<file path="src/rtl/sdf_stage_ctrl.sv">
// Sequencing controller for one radix-2 DIF single-path delay-feedback FFT stage.
// Tracks the position of each accepted sample inside its 2D block, drives the
// delay-line / butterfly / output muxes and the twiddle ROM address, and drains
// the delay line with D zero-input shifts after every frame.
module sdf_stage_ctrl #(
    parameter int FFT_N       = 16,
    parameter int STAGE_DELAY = 8,
    parameter int CNT_W       = $clog2(2 * STAGE_DELAY),
    parameter int TW_W        = (FFT_N > 2) ? $clog2(FFT_N / 2) : 1
) (
    input  logic            clk,
    input  logic            reset_n,
    input  logic            in_valid,
    output logic            in_ready,
    input  logic            in_last,
    output logic            shift_en,
    output logic            bfu_sel,
    output logic            out_sel,
    output logic            zero_in,
    output logic [TW_W-1:0] tw_addr,
    output logic            out_valid,
    output logic            out_last,
    output logic            frame_err
);

    // Twiddle stride: a stage with delay D walks the ROM in steps of N/(2D).
    localparam int TW_SHIFT = $clog2(FFT_N / (2 * STAGE_DELAY));

    localparam logic [CNT_W-1:0] D_CNT      = CNT_W'(STAGE_DELAY);
    localparam logic [CNT_W-1:0] LAST_CNT   = CNT_W'(2 * STAGE_DELAY - 1);
    localparam logic [CNT_W-1:0] FLUSH_LAST = CNT_W'(STAGE_DELAY - 1);

    typedef enum logic [1:0] {
        IDLE  = 2'd0,
        RUN   = 2'd1,
        FLUSH = 2'd2
    } state_t;

    state_t           state;
    state_t           state_nxt;
    logic [CNT_W-1:0] cnt;
    logic [CNT_W-1:0] cnt_nxt;
    logic             primed;
    logic             primed_nxt;
    logic             err_flag;
    logic             err_nxt;
    logic             accept;
    logic [CNT_W-1:0] blk_off;

    // A sample is taken whenever we are out of reset, not draining, and upstream offers one.
    assign accept  = reset_n & in_valid & (state != FLUSH);

    // Offset of the current sample inside the butterfly half of the block.
    assign blk_off = cnt - D_CNT;

    // State, position counter, primed flag and pending length-error flag.
    always_ff @(posedge clk) begin
        if (!reset_n) begin
            state    <= IDLE;
            cnt      <= '0;
            primed   <= 1'b0;
            err_flag <= 1'b0;
        end else begin
            state    <= state_nxt;
            cnt      <= cnt_nxt;
            primed   <= primed_nxt;
            err_flag <= err_nxt;
        end
    end

    // Next-state logic: count accepted samples modulo 2D, then count D drain cycles.
    always_comb begin
        state_nxt  = state;
        cnt_nxt    = cnt;
        primed_nxt = primed;
        err_nxt    = err_flag;
        case (state)
            IDLE, RUN: begin
                if (accept) begin
                    if (in_last) begin
                        state_nxt = FLUSH;
                        cnt_nxt   = '0;
                        err_nxt   = (cnt != LAST_CNT);
                    end else begin
                        state_nxt = RUN;
                        if (cnt == LAST_CNT) begin
                            cnt_nxt    = '0;
                            primed_nxt = 1'b1;
                        end else begin
                            cnt_nxt = cnt + 1'b1;
                        end
                    end
                end
            end
            FLUSH: begin
                if (cnt == FLUSH_LAST) begin
                    state_nxt  = IDLE;
                    cnt_nxt    = '0;
                    primed_nxt = 1'b0;
                    err_nxt    = 1'b0;
                end else begin
                    cnt_nxt = cnt + 1'b1;
                end
            end
            default: begin
                state_nxt  = IDLE;
                cnt_nxt    = '0;
                primed_nxt = 1'b0;
                err_nxt    = 1'b0;
            end
        endcase
    end

    // Output decode; everything is held low while reset_n is asserted.
    always_comb begin
        in_ready  = 1'b0;
        shift_en  = 1'b0;
        bfu_sel   = 1'b0;
        out_sel   = 1'b0;
        zero_in   = 1'b0;
        tw_addr   = '0;
        out_valid = 1'b0;
        out_last  = 1'b0;
        frame_err = 1'b0;
        if (reset_n) begin
            case (state)
                IDLE, RUN: begin
                    in_ready  = 1'b1;
                    shift_en  = accept;
                    bfu_sel   = (cnt >= D_CNT);
                    out_sel   = ~(cnt >= D_CNT);
                    if (cnt >= D_CNT) begin
                        tw_addr = TW_W'(TW_W'(blk_off) << TW_SHIFT);
                    end
                    out_valid = accept & ((cnt >= D_CNT) | primed);
                end
                FLUSH: begin
                    shift_en  = 1'b1;
                    zero_in   = 1'b1;
                    out_sel   = 1'b1;
                    out_valid = 1'b1;
                    out_last  = (cnt == FLUSH_LAST);
                    frame_err = err_flag & (cnt == '0);
                end
                default: begin
                    in_ready = 1'b0;
                end
            endcase
        end
    end

endmodule

</file>
<file path="config.mk">
export PLATFORM = sky130hd
export DESIGN_NAME = sdf_stage_ctrl
export DESIGN_NICKNAME = d
export VERILOG_FILES = /design/src/rtl/sdf_stage_ctrl.sv
export SDC_FILE = /design/constraint.sdc
export NUM_CORES = 1
export LEC_CHECK = 0
export CORE_MARGIN = 2
export CORE_UTILIZATION = 40
export DETAILED_ROUTE_END_ITERATION = 6
export MAX_ROUTING_LAYER = met4
export PLACE_DENSITY = 0.69
export SLEW_MARGIN = 20
export SYNTH_ARGS = -nofsm -noshare
export SYNTH_HDL_FRONTEND = slang
export SYNTH_SLANG_ARGS = --single-unit
</file>
<file path="constraint.sdc">
create_clock -name clk -period 1.75 [get_ports clk]
set_clock_uncertainty 0.15 [all_clocks]
set_input_delay 0.4375 -clock clk [delete_from_list [all_inputs] [get_ports clk]]
set_output_delay 0.4375 -clock clk [all_outputs]
set_load 0.05 [all_outputs]
</file>
==> impl_metrics.csv <==
group,metric,value,unit
layout,antenna_cells,0,
detailed_routing,antenna_left,0,
sta,worst-slew-pin-transition,0.310,ns
clock_network,clock_path_buffers,2,
setup_path,startpoint,"cnt[1]",
clock_network,clkTransAtPathRegs,0.05,ns
synthesis,synth_seq_area_share,30.5,%
sta,setup_viol,8,
sta,finalWorstSetupSlack,-0.186,ns
floorplanning,design.core.area,0.00127,mm2
clock_network,htreeDepth,1,
synthesis,yosys_warnings,0,
detailed_routing,first_pass_iters,4,
setup_path,path_max_fanout,4,
setup_path,r2r-start,"cnt[0]",
floorplanning,dieArea,0.00162,mm2
setup_path,r2r_cells,6,
run_status,status,"finished, violations left",
detailed_routing,route.detailed.drc,0,
setup_path,worstSetupPathType,"flip-flop to output port",
power_and_ir_drop,ir_drop,412,uV
clock_network,numClockSinks,8,
run,drv_cap,0,
clock_network,clk_latency,0.25,ns
setup_path,end_kind,"output port",
sta,rsz0062_at_grt,"true",
power_and_ir_drop,power.density,491,mW/mm2
synthesis,synth_fp_nets,76,
sta,period_needed,1.94,ns
global_route,grt_max_degree,9,
layout,fin_nets,112,
synthesis,ys_seq_elements,8,
detailed_routing,wl_per_cell,13.2,um
sta,hold_ws,0.360,ns
placement,hpwlAfterDp,1090,um
setup_path,rr_endpoint,"cnt[0]",
detailed_routing,drtIter0Drc,9,
sta,slew_viol_final,0,
sta,fin_crit_sh,111,%
power_and_ir_drop,p_leak,0.434,nW
global_route,grt_overflow,0,
sta,hold_viol,0,
clock_network,ctsHoldBuffers,0,
global_route,grt_usage,23.8,%
floorplanning,start_util,41.3,%
layout,syn2layout_area_growth,107,%
global_route,grt_pass1_wl,2480,um
synthesis,synth_cells,70,
synthesis,syn_area,524,um2
global_route,grt_pass1_vias,578,
clock_network,root_buffer,"clkbuf_4",
setup_path,critPathArrivalTime,1.35,ns
floorplanning,floorplan.io_pins,15,
power_and_ir_drop,total_power,0.000532,W
layout,final_common_cell,"buf_4",
placement,numPortBuffers,14,
sta,max_freq,0.517,GHz
sta,slew_headroom,79.3,%
detailed_routing,vias_per_cell,5.27,
worst_hold_path,hp-class,"flip-flop to flip-flop",
layout,layout_common_cells,"buf_4, buf_12, a21oi_1, nand2_1, dfxtp_2",
synthesis,ys_types,30,
global_route,antenna_found_initial,0,
setup_path,cp-start-kind,"flip-flop",
setup_path,reg2reg_slack,0.17,ns
run_status,violations,"setup timing",
placement,place.gp.congestion,0.825,
detailed_routing,totalWireLength,1570,um
clock_network,cts_buffers,3,
synthesis,syn_area_per_cell,7.49,um2
detailed_routing,vias,627,
floorplanning,die_h,40.2,um
clock_network,tritoncts,"built",
setup_path,crit_end,"frame_err",
sta,fin_tns_setup,-0.789,ns
floorplanning,rows,13,
layout,layout-drive-gt1-share,62.5,%
floorplanning,die_w,40.2,um
setup_path,required,1.16,ns
registers in the layout, summed over array words and instances (netlist names):
name / count
primed: 1
state: 2
cnt: 4
err_flag: 1
worst max-delay path: stages (launching register included):
cell	delay [ns]
dfxtp_2	0.34
inv_2	0.07
ha_4	0.13
nand2_2	0.06
nor4_4	0.32
buf_12	0.18
routing by layer:
layer	wire (um)	GRT usage, %	part of all wire [%]
met1	692	30.6	44
met2	793	38.3	51
met3	52	1.67	3.3
met4	29	10.0	1.9
met5	0	-	0
power by group:
group          switching [W]  internal, W  total [W]
combinational      0.0000971    0.0000938   0.000191
sequential        0.00000756     0.000191   0.000198
clock              0.0000642    0.0000786   0.000143
total               0.000169     0.000363   0.000532
logic make-up (layout without fill, tap and decap cells):
logic type,count (synthesis),after routing,share of synthesized area [%]
AND/OR/NAND/NOR,33,33,34.8
AO/OA/AOI/OAI,18,18,20.0
buffers and inverters,8,42,7.88
multiplexers,1,1,1.91
flip-flops,8,8,30.5
adder cells (fa/ha/maj),2,2,4.77
stage by stage:
stage | instances | worst slack, ns | cell area, um2 | util, %
5_1_grt | 119 | -0.234 | 1080 | 85.4
3_3_place_gp | 110 | -0.354 | 962 | 75.8
6_report | 119 | -0.186 | 1080 | 85.4
3_5_place_dp | 110 | -0.385 | 962 | 75.8
2_1_floorplan | 70 | -0.0611 | 624 | -
4_1_cts | 119 | -0.177 | 1070 | 84.2
worst min path at each step:
stage                          end  depth (start not counted)     start
final                     err_flag                          2  err_flag
after floorplan           err_flag                          2  err_flag
after CTS                 err_flag                          2  err_flag
after detailed placement  err_flag                          2  err_flag
after global placement    err_flag                          2  err_flag
after global routing      err_flag                          2  err_flag
synthesized netlist by cell type:
cell      number  area, um2
o21ai_1        2       10.0
mux2i_1        1       10.0
or2_2          1       6.26
and3_1         3       18.8
nand4b_1       1       8.76
nor4_1         1       6.26
o21a_1         1       7.51
clkbuf_1       1       3.75
nor3b_2        1       12.5
dfxtp_1        8        160
buf_6          1       11.3
o22ai_1        1       6.26
nor3b_1        1       7.51
o31a_1         1       8.76
and3_2         1       7.51
nor2b_1        2       12.5
and2_1         1       6.26
o21ai_0        2       10.0
and2b_2        1       8.76
nand2_1        8       30.0
ha_1           2       25.0
nor3_1         3       15.0
inv_1          5       18.8
buf_4          1       7.51
nand3_2        1       10.0
a21oi_1        8       40.0
a211oi_1       2       15.0
o211ai_1       1       7.51
nand3_1        2       10.0
nor2_1         6       22.5
cell type report:
cell class	instances	area, um2
Clock buffer	3	22.5
Fill cell	60	185
Inverter	5	21.3
Multi-Input combinational cell	54	442
Sequential cell	8	170
Tap cell	15	18.8
Timing Repair Buffer	34	409
repair_timing:
item	in CTS	in global routing
pin swaps	10	2
setup endpoints to repair	11	10
cloned	0	0
setup buffers	6	0
resized for setup	21	5
No activity file was read; power rests on OpenSTA's default activity.
